$ cat config.mk
export PLATFORM = sky130hd
export DESIGN_NAME = deskew_sequencer
export DESIGN_NICKNAME = d
export VERILOG_FILES = /design/src/rtl/deskew_sequencer.sv
export SDC_FILE = /design/constraint.sdc
export NUM_CORES = 1
export LEC_CHECK = 0
export ABC_AREA = 1
export ABC_CLOCK_PERIOD_IN_PS = 1500
export CAP_MARGIN = 15
export CORE_ASPECT_RATIO = 0.6
export CORE_MARGIN = 2
export CORE_UTILIZATION = 36
export DETAILED_ROUTE_END_ITERATION = 8
export PLACE_DENSITY = 0.76
export SLEW_MARGIN = 20
export SYNTH_ARGS = -nofsm -noshare
export SYNTH_HDL_FRONTEND = slang
export SYNTH_SLANG_ARGS = --single-unit
export TNS_END_PERCENT = 1
$ cat constraint.sdc
create_clock -name clk -period 1.5 [get_ports clk]
set_input_delay 0.45 -clock clk [delete_from_list [all_inputs] [get_ports clk]]
set_output_delay 0.45 -clock clk [all_outputs]
set_load 0.03 [all_outputs]
$ cat src/rtl/deskew_sequencer.sv
// deskew_sequencer: loads one image into BRAM port A, runs Deskew, then streams the result back out
module deskew_sequencer #(
    parameter int WIDTH      = 16,
    parameter int ADDR_WIDTH = 11,
    parameter int IMG_SIZE   = 784,
    parameter int OUT_BASE   = 784
) (
    input  logic                  clk,
    input  logic                  reset,
    input  logic                  in_valid,
    input  logic [WIDTH-1:0]      in_data,
    output logic                  in_ready,
    output logic                  out_valid,
    output logic [WIDTH-1:0]      out_data,
    output logic                  out_last,
    input  logic                  out_ready,
    output logic                  dskw_start,
    input  logic                  dskw_ready,
    output logic                  bram_en,
    output logic                  bram_we,
    output logic [ADDR_WIDTH-1:0] bram_address,
    output logic [WIDTH-1:0]      bram_in_data,
    input  logic [WIDTH-1:0]      bram_out_data,
    output logic                  busy,
    output logic                  done
);
    localparam int CW = $clog2(IMG_SIZE);
    localparam logic [CW-1:0] LAST = CW'(IMG_SIZE - 1);

    typedef enum logic [2:0] {IDLE, LOAD, ARM, KICK, RUN, RD_ISSUE, RD_CAPT, RD_HOLD} state_t;

    state_t        state, state_nx;
    logic [CW-1:0] cnt, cnt_nx;
    logic          xfer, at_last;

    // state register, word index and the registered result word
    always_ff @(posedge clk) begin
        if (!reset) begin
            state    <= IDLE;
            cnt      <= '0;
            out_data <= '0;
        end else begin
            state <= state_nx;
            cnt   <= cnt_nx;
            if (state == RD_CAPT) out_data <= bram_out_data;
        end
    end

    // next state, index update and port A / stream outputs
    always_comb begin
        state_nx     = state;
        cnt_nx       = cnt;
        xfer         = state == LOAD && in_valid;
        at_last      = cnt == LAST;
        in_ready     = state == LOAD;
        out_valid    = state == RD_HOLD;
        out_last     = out_valid && at_last;
        done         = out_valid && out_ready && at_last;
        dskw_start   = state == KICK;
        busy         = state != IDLE;
        bram_en      = xfer || state == RD_ISSUE;
        bram_we      = xfer;
        bram_address = xfer ? ADDR_WIDTH'(cnt)
                     : state == RD_ISSUE ? ADDR_WIDTH'(OUT_BASE) + ADDR_WIDTH'(cnt) : '0;
        bram_in_data = xfer ? in_data : '0;
        case (state)
            IDLE: if (in_valid) begin
                state_nx = LOAD;
                cnt_nx   = '0;
            end
            LOAD: if (xfer) begin
                cnt_nx   = at_last ? '0 : cnt + 1'b1;
                state_nx = at_last ? ARM : LOAD;
            end
            ARM:      if (dskw_ready) state_nx = KICK;
            KICK:     if (!dskw_ready) state_nx = RUN;
            RUN:      if (dskw_ready) state_nx = RD_ISSUE;
            RD_ISSUE: state_nx = RD_CAPT;
            RD_CAPT:  state_nx = RD_HOLD;
            RD_HOLD: if (out_ready) begin
                cnt_nx   = at_last ? '0 : cnt + 1'b1;
                state_nx = at_last ? IDLE : RD_ISSUE;
            end
            default:  state_nx = IDLE;
        endcase
    end
endmodule

# ---- Yosys cells after proc, flatten, opt, wreduce, memory -nomap -nowiden
# Index checks and enable logic that the tools add are counted.
dict set report classes {
  div 0
  n_shift 0
  addsub 2
  order_cmp 0
  reduce_logical 10
  mux 17
  bitwise 0
  n_mul 0
  n_eq_ne 14
}
# cell count
set op_table {}
lappend op_table {{$mux 10} 4}
lappend op_table {{$pmux 10 s3} 1}
lappend op_table {{$pmux 3 s8} 1}
lappend op_table {{$mux 11} 2}
lappend op_table {{$mux 3} 7}
lappend op_table {{$mux 16} 1}
lappend op_table {{$eq 3x3->1 const B} 4}
lappend op_table {{$add 10x10->11 const A} 1}
lappend op_table {{$add 10x1->10 const B} 1}
lappend op_table {{$eq 10x10->1 const B} 1}
lappend op_table {{$ne 2x2->1 const B} 4}
lappend op_table {{$eq 3x2->1 const B} 2}
lappend op_table {{$reduce_and 6->1} 1}
lappend op_table {{$reduce_bool 3->1} 2}
lappend op_table {{$logic_and 1x1->1} 4}
lappend op_table {{$ne 2x1->1 const B} 2}
lappend op_table {{$reduce_and 4->1} 1}
lappend op_table {{$eq 3x1->1 const B} 1}
lappend op_table {{$logic_not 3->1} 1}
lappend op_table {{$mux 2} 1}
lappend op_table {{$logic_or 1x1->1} 1}
dict set report word_totals {
  romBits 0
  ramBits 0
  latch_bits 0
  regBits 29
  n_memories 0
  output_inout_bits 51
}

# ---- Depth between registers and ports, before layout
dict set report depth {
  depth_word 4
  mapped_depth 11
  ltp_nobuf 9
}

# ---- Least setup slack after synthesis
# Ideal clock, no wire load.
dict set report synth_timing {
  path_type {register -> output}
  startpoint {reg state[2]}
  endpoint {out bram_address[9]}
  t_required_ns 1.050
  arrival_ns 1.720
  path_buffers 1
  path_stages_with_launch 9
  path_slack_ns -0.670
  path_cell_list {dfxtp_1 buf_6 nor2_2 nand2_1 inv_2 nand2_2 inv_1 nor2_1 nor2_1}
}
dict set report synth_between {
  elab_chain_len 3
  elab_cells_between_ends 5
  classes_between {eq/ne (2); mux (2); reduce/logical (1)}
}
# item line_no
set synth_rtl {}
lappend synth_rtl {{start, declared} 32} ;# state_t state, state_nx;
lappend synth_rtl {{start signal, assigned} 43} ;# state <= state_nx;
lappend synth_rtl {{$eq 3x1->1} -}
lappend synth_rtl {{net in_ready} 12} ;# output logic in_ready,
lappend synth_rtl {{$logic_and 1x1->1} 53} ;# xfer = state == LOAD && in_valid;
lappend synth_rtl {{net bram_we} 20} ;# output logic bram_we,
lappend synth_rtl {{$mux 11} 63} ;# bram_address = xfer ? ADDR_WIDTH'(cnt)
lappend synth_rtl {{end, declared} 21} ;# output logic [ADDR_WIDTH-1:0] bram_address,
# The timed path passes the listed nets, and every way through them passes these cells.

# ---- Worst setup path in the final report
dict set report layout_timing {
  startpoint {reg cnt[4]}
  endpoint {out bram_address[8]}
}
dict set report layout_between {
  elab_chain_len 3
}
# item line_no
set layout_rtl {}
lappend layout_rtl {{start, declared} 33} ;# logic [CW-1:0] cnt, cnt_nx;
lappend layout_rtl {{start signal, assigned} 44} ;# cnt <= cnt_nx;
lappend layout_rtl {{$add 10x10->11} 64} ;# : state == RD_ISSUE ? ADDR_WIDTH'(OUT_BASE) + ADDR_WIDTH'(cnt) : '0;
lappend layout_rtl {{$mux 11} 64}
lappend layout_rtl {{$mux 11} 63}
# Every way passes these cells.

==> out/summary.txt <==
Port Buffers -> 87
Most used standard cell by instance count after synthesis -> nor2_1
Worst slew pin tran -> 0.330 ns
Worst Skew -> 0.00289 ns
Rel. slew slack -> 0.781
Max VDD drop -> 655 uV
Final-layout fill cell count -> 345
Synth top area share -> 0.335
Starting Density -> 0.377
CP required -> 1.05 ns
Routed WL -> 6380 um
Critical path's top delay family -> flip-flops
Fin. max-slew vios -> 0
Total track usage -> 0.239
Nets -> 465
Clock buffer count from CTS -> 5
Fmax -> 500 MHz
Sink Count -> 29
Footprint of the multi-input gates -> 1150 sq um
Async SR Flop Fraction -> 0
Worst-case clock buffer depth -> 2
Synthesized area per cell -> 6.03 sq um
Final instance area -> 3450 sq um
CP arrival -> 1.55 ns
Hold/Removal Path Class -> reg2reg
Die W -> 93.5 um
Clock root buffer -> clkbuf_8
Grt ovf -> 0
Routed vias -> 2,320
Met1 Usage GRT -> 0.307
Antenna violations before repair -> 0
EDFF count, synth -> 0
Met2 Use GR -> 0.381
Yosys warns -> 0
Initial DRC count -> 136
GR met3 Demand/Resource -> 0.0845
FP Rows -> 19
Worst setup margin -> -0.500 ns
Max cap viols -> 0
Top cells by count, synth -> nor2_1, nand2_1, inv_1
Final ANT Viol Nets -> 0
N_diodes -> 0
TritonRoute pass-1 iters -> 5
Core area -> 4590 sq um
Busiest layer in global routing -> met2
DRC errors left -> 0
Final Hold Viols -> 0
Largest net degree at the start of global routing -> 22
Syn Std Cell Area -> 1730 sq um
Crit path launch type -> flip-flop
Synth Instances -> 287
Unrepaired setup endpoints after global routing -> true
Worst path max stage delay -> 0.38 ns
Clk pin slew, worst setup/hold paths -> 0.07 ns
Final worst hold slack -> 0.510 ns
Via/cell ratio -> 4.74
Number of global-route vias before repair -> 2,150
CP Cell Sequence -> ha_4, nand2_2, inv_2, nand2_4, nand2_2, inv_2, o21ai_1, buf_4, o21ai_4, buf_6
Share of post-route cells with drive strength above 1 -> 0.378
Post-Place Worst Slack -> -0.579 ns
Final worst path period need -> 2.00 ns
GPL Wtd Cong -> 0.895
Die area -> 5400 sq um
Tcrit/Tclk final -> 1.33
Placed inst area -> 3110 sq um
Boundary Pins -> 88
Outcome -> finished with violations
WS Path Type -> reg2out
Synth cell types -> 25
Post-synthesis sequential area ratio -> 0.335
Register area -> 597 sq um
PD cells -> 641 nW/um^2
CTS tree -> yes
Failing checks -> setup timing
HPWL after DPL -> 4530 um
Dominant cell type by area after synthesis -> dfxtp_1
CP endpoint kind -> output pin
Final setup violation count -> 48
Area Overhead vs Synth -> 99.3%
Wire per inst -> 13.0 um
Top fanout value on the critical path -> 4
Static Leak -> 1.71 nW
Die Y -> 57.7 um
Primary FF master, synth -> dfxtp_1
Ranking of synthesized cells by area -> dfxtp_1, nor2_1, nand2_1
First-pass GRT wire length -> 10,100 um
Htree depth -> 2
Mapped Nets -> 327
Clk Latency, worst-skew pair -> 0.29 ns
CP bufs+invs -> 4
Flops & latches, synth -> 29
Crit-path slowest cell -> dfxtp_4
Final Util -> 0.752
## flip-flops by register name, summed over array words and instances, names as in the netlist
name and flops:
out_data 16, cnt 10, state 3
## final timing paths
check                                 from                       end  slack (ns)  depth (start not counted)
hold reg to reg   out_data[0]$_SDFFE_PN0N_  out_data[0]$_SDFFE_PN0N_        0.51                          2
setup / recovery       cnt[4]$_SDFFE_PN0P_           bram_address[8]       -0.50                         10
setup reg to reg       cnt[4]$_SDFFE_PN0P_       cnt[5]$_SDFFE_PN0P_       -0.21                         12
hold / removal    out_data[0]$_SDFFE_PN0N_  out_data[0]$_SDFFE_PN0N_        0.51                          2
## cell type report
cell class	count	share of cell area
clock buffer	6	0.0239
clock inverter	2	0.0109
inverter	47	0.0536
multi-input combinational	202	0.335
sequential	29	0.173
tap	63	0.0228
timing repair buffer	140	0.381
## layer usage
layer / part of all wire / wire (um) / vias to the layer above
li1: - / - / 1159
met5: 0 / 0 / -
met1: 0.45 / 2860 / 1043
met2: 0.45 / 2850 / 107
met4: 0.014 / 88 / 0
met3: 0.091 / 578 / 11
## power by group
group          switching, mW  total [mW]  leakage, nW  internal, mW
Sequential            0.0118       0.790        0.238         0.778
Clock                  0.324       0.863       0.0574         0.540
Combinational          0.292       0.558         1.41         0.267
Total                  0.628        2.21         1.71          1.58
## metrics by stage
step	setup TNS [ns]	instances	power, mW
2_1_floorplan	-7.27	287	1.08
3_3_place_gp	-18.65	475	1.32
3_5_place_dp	-19.32	475	1.33
4_1_cts	-12.75	486	2.22
5_1_grt	-17.35	489	2.31
6_report	-13.61	489	2.21
## cell usage in the layout, fill, tap and decap left out, drive strengths merged, types with 3 or more instances in the layout
master          n
nand3          17
dfxtp          29
clkdlybuf4s50  35
inv            46
clkdlybuf4s15   9
a21oi           3
nand2          57
buf            89
ha              3
o21ai          26
nor2           84
dlygate4sd2     5
clkbuf          8
nand4           5
## worst min-delay path: stages (launching register included)
cell and delay, ns:
dfxtp_1 0.32, o21ai_0 0.08, nor2_1 0.07
## kinds of logic after synthesis
logic type               after synthesis  share of synthesized area
adder cells (fa/ha/maj)                3                     0.0217
AO/OA/AOI/OAI                         32                     0.0968
buffers and inverters                 56                      0.137
flip-flops                            29                      0.335
XOR/XNOR                               1                    0.00506
AND/OR/NAND/NOR                      166                      0.404
## repair_timing
action	in CTS	in global routing
hold buffers	0	0
buffers inserted	3	3
pin swaps	9	6
setup endpoints to repair	63	59
hold endpoints to repair	0	0
resized for setup	71	20
Power figures use the tool's default switching activity.
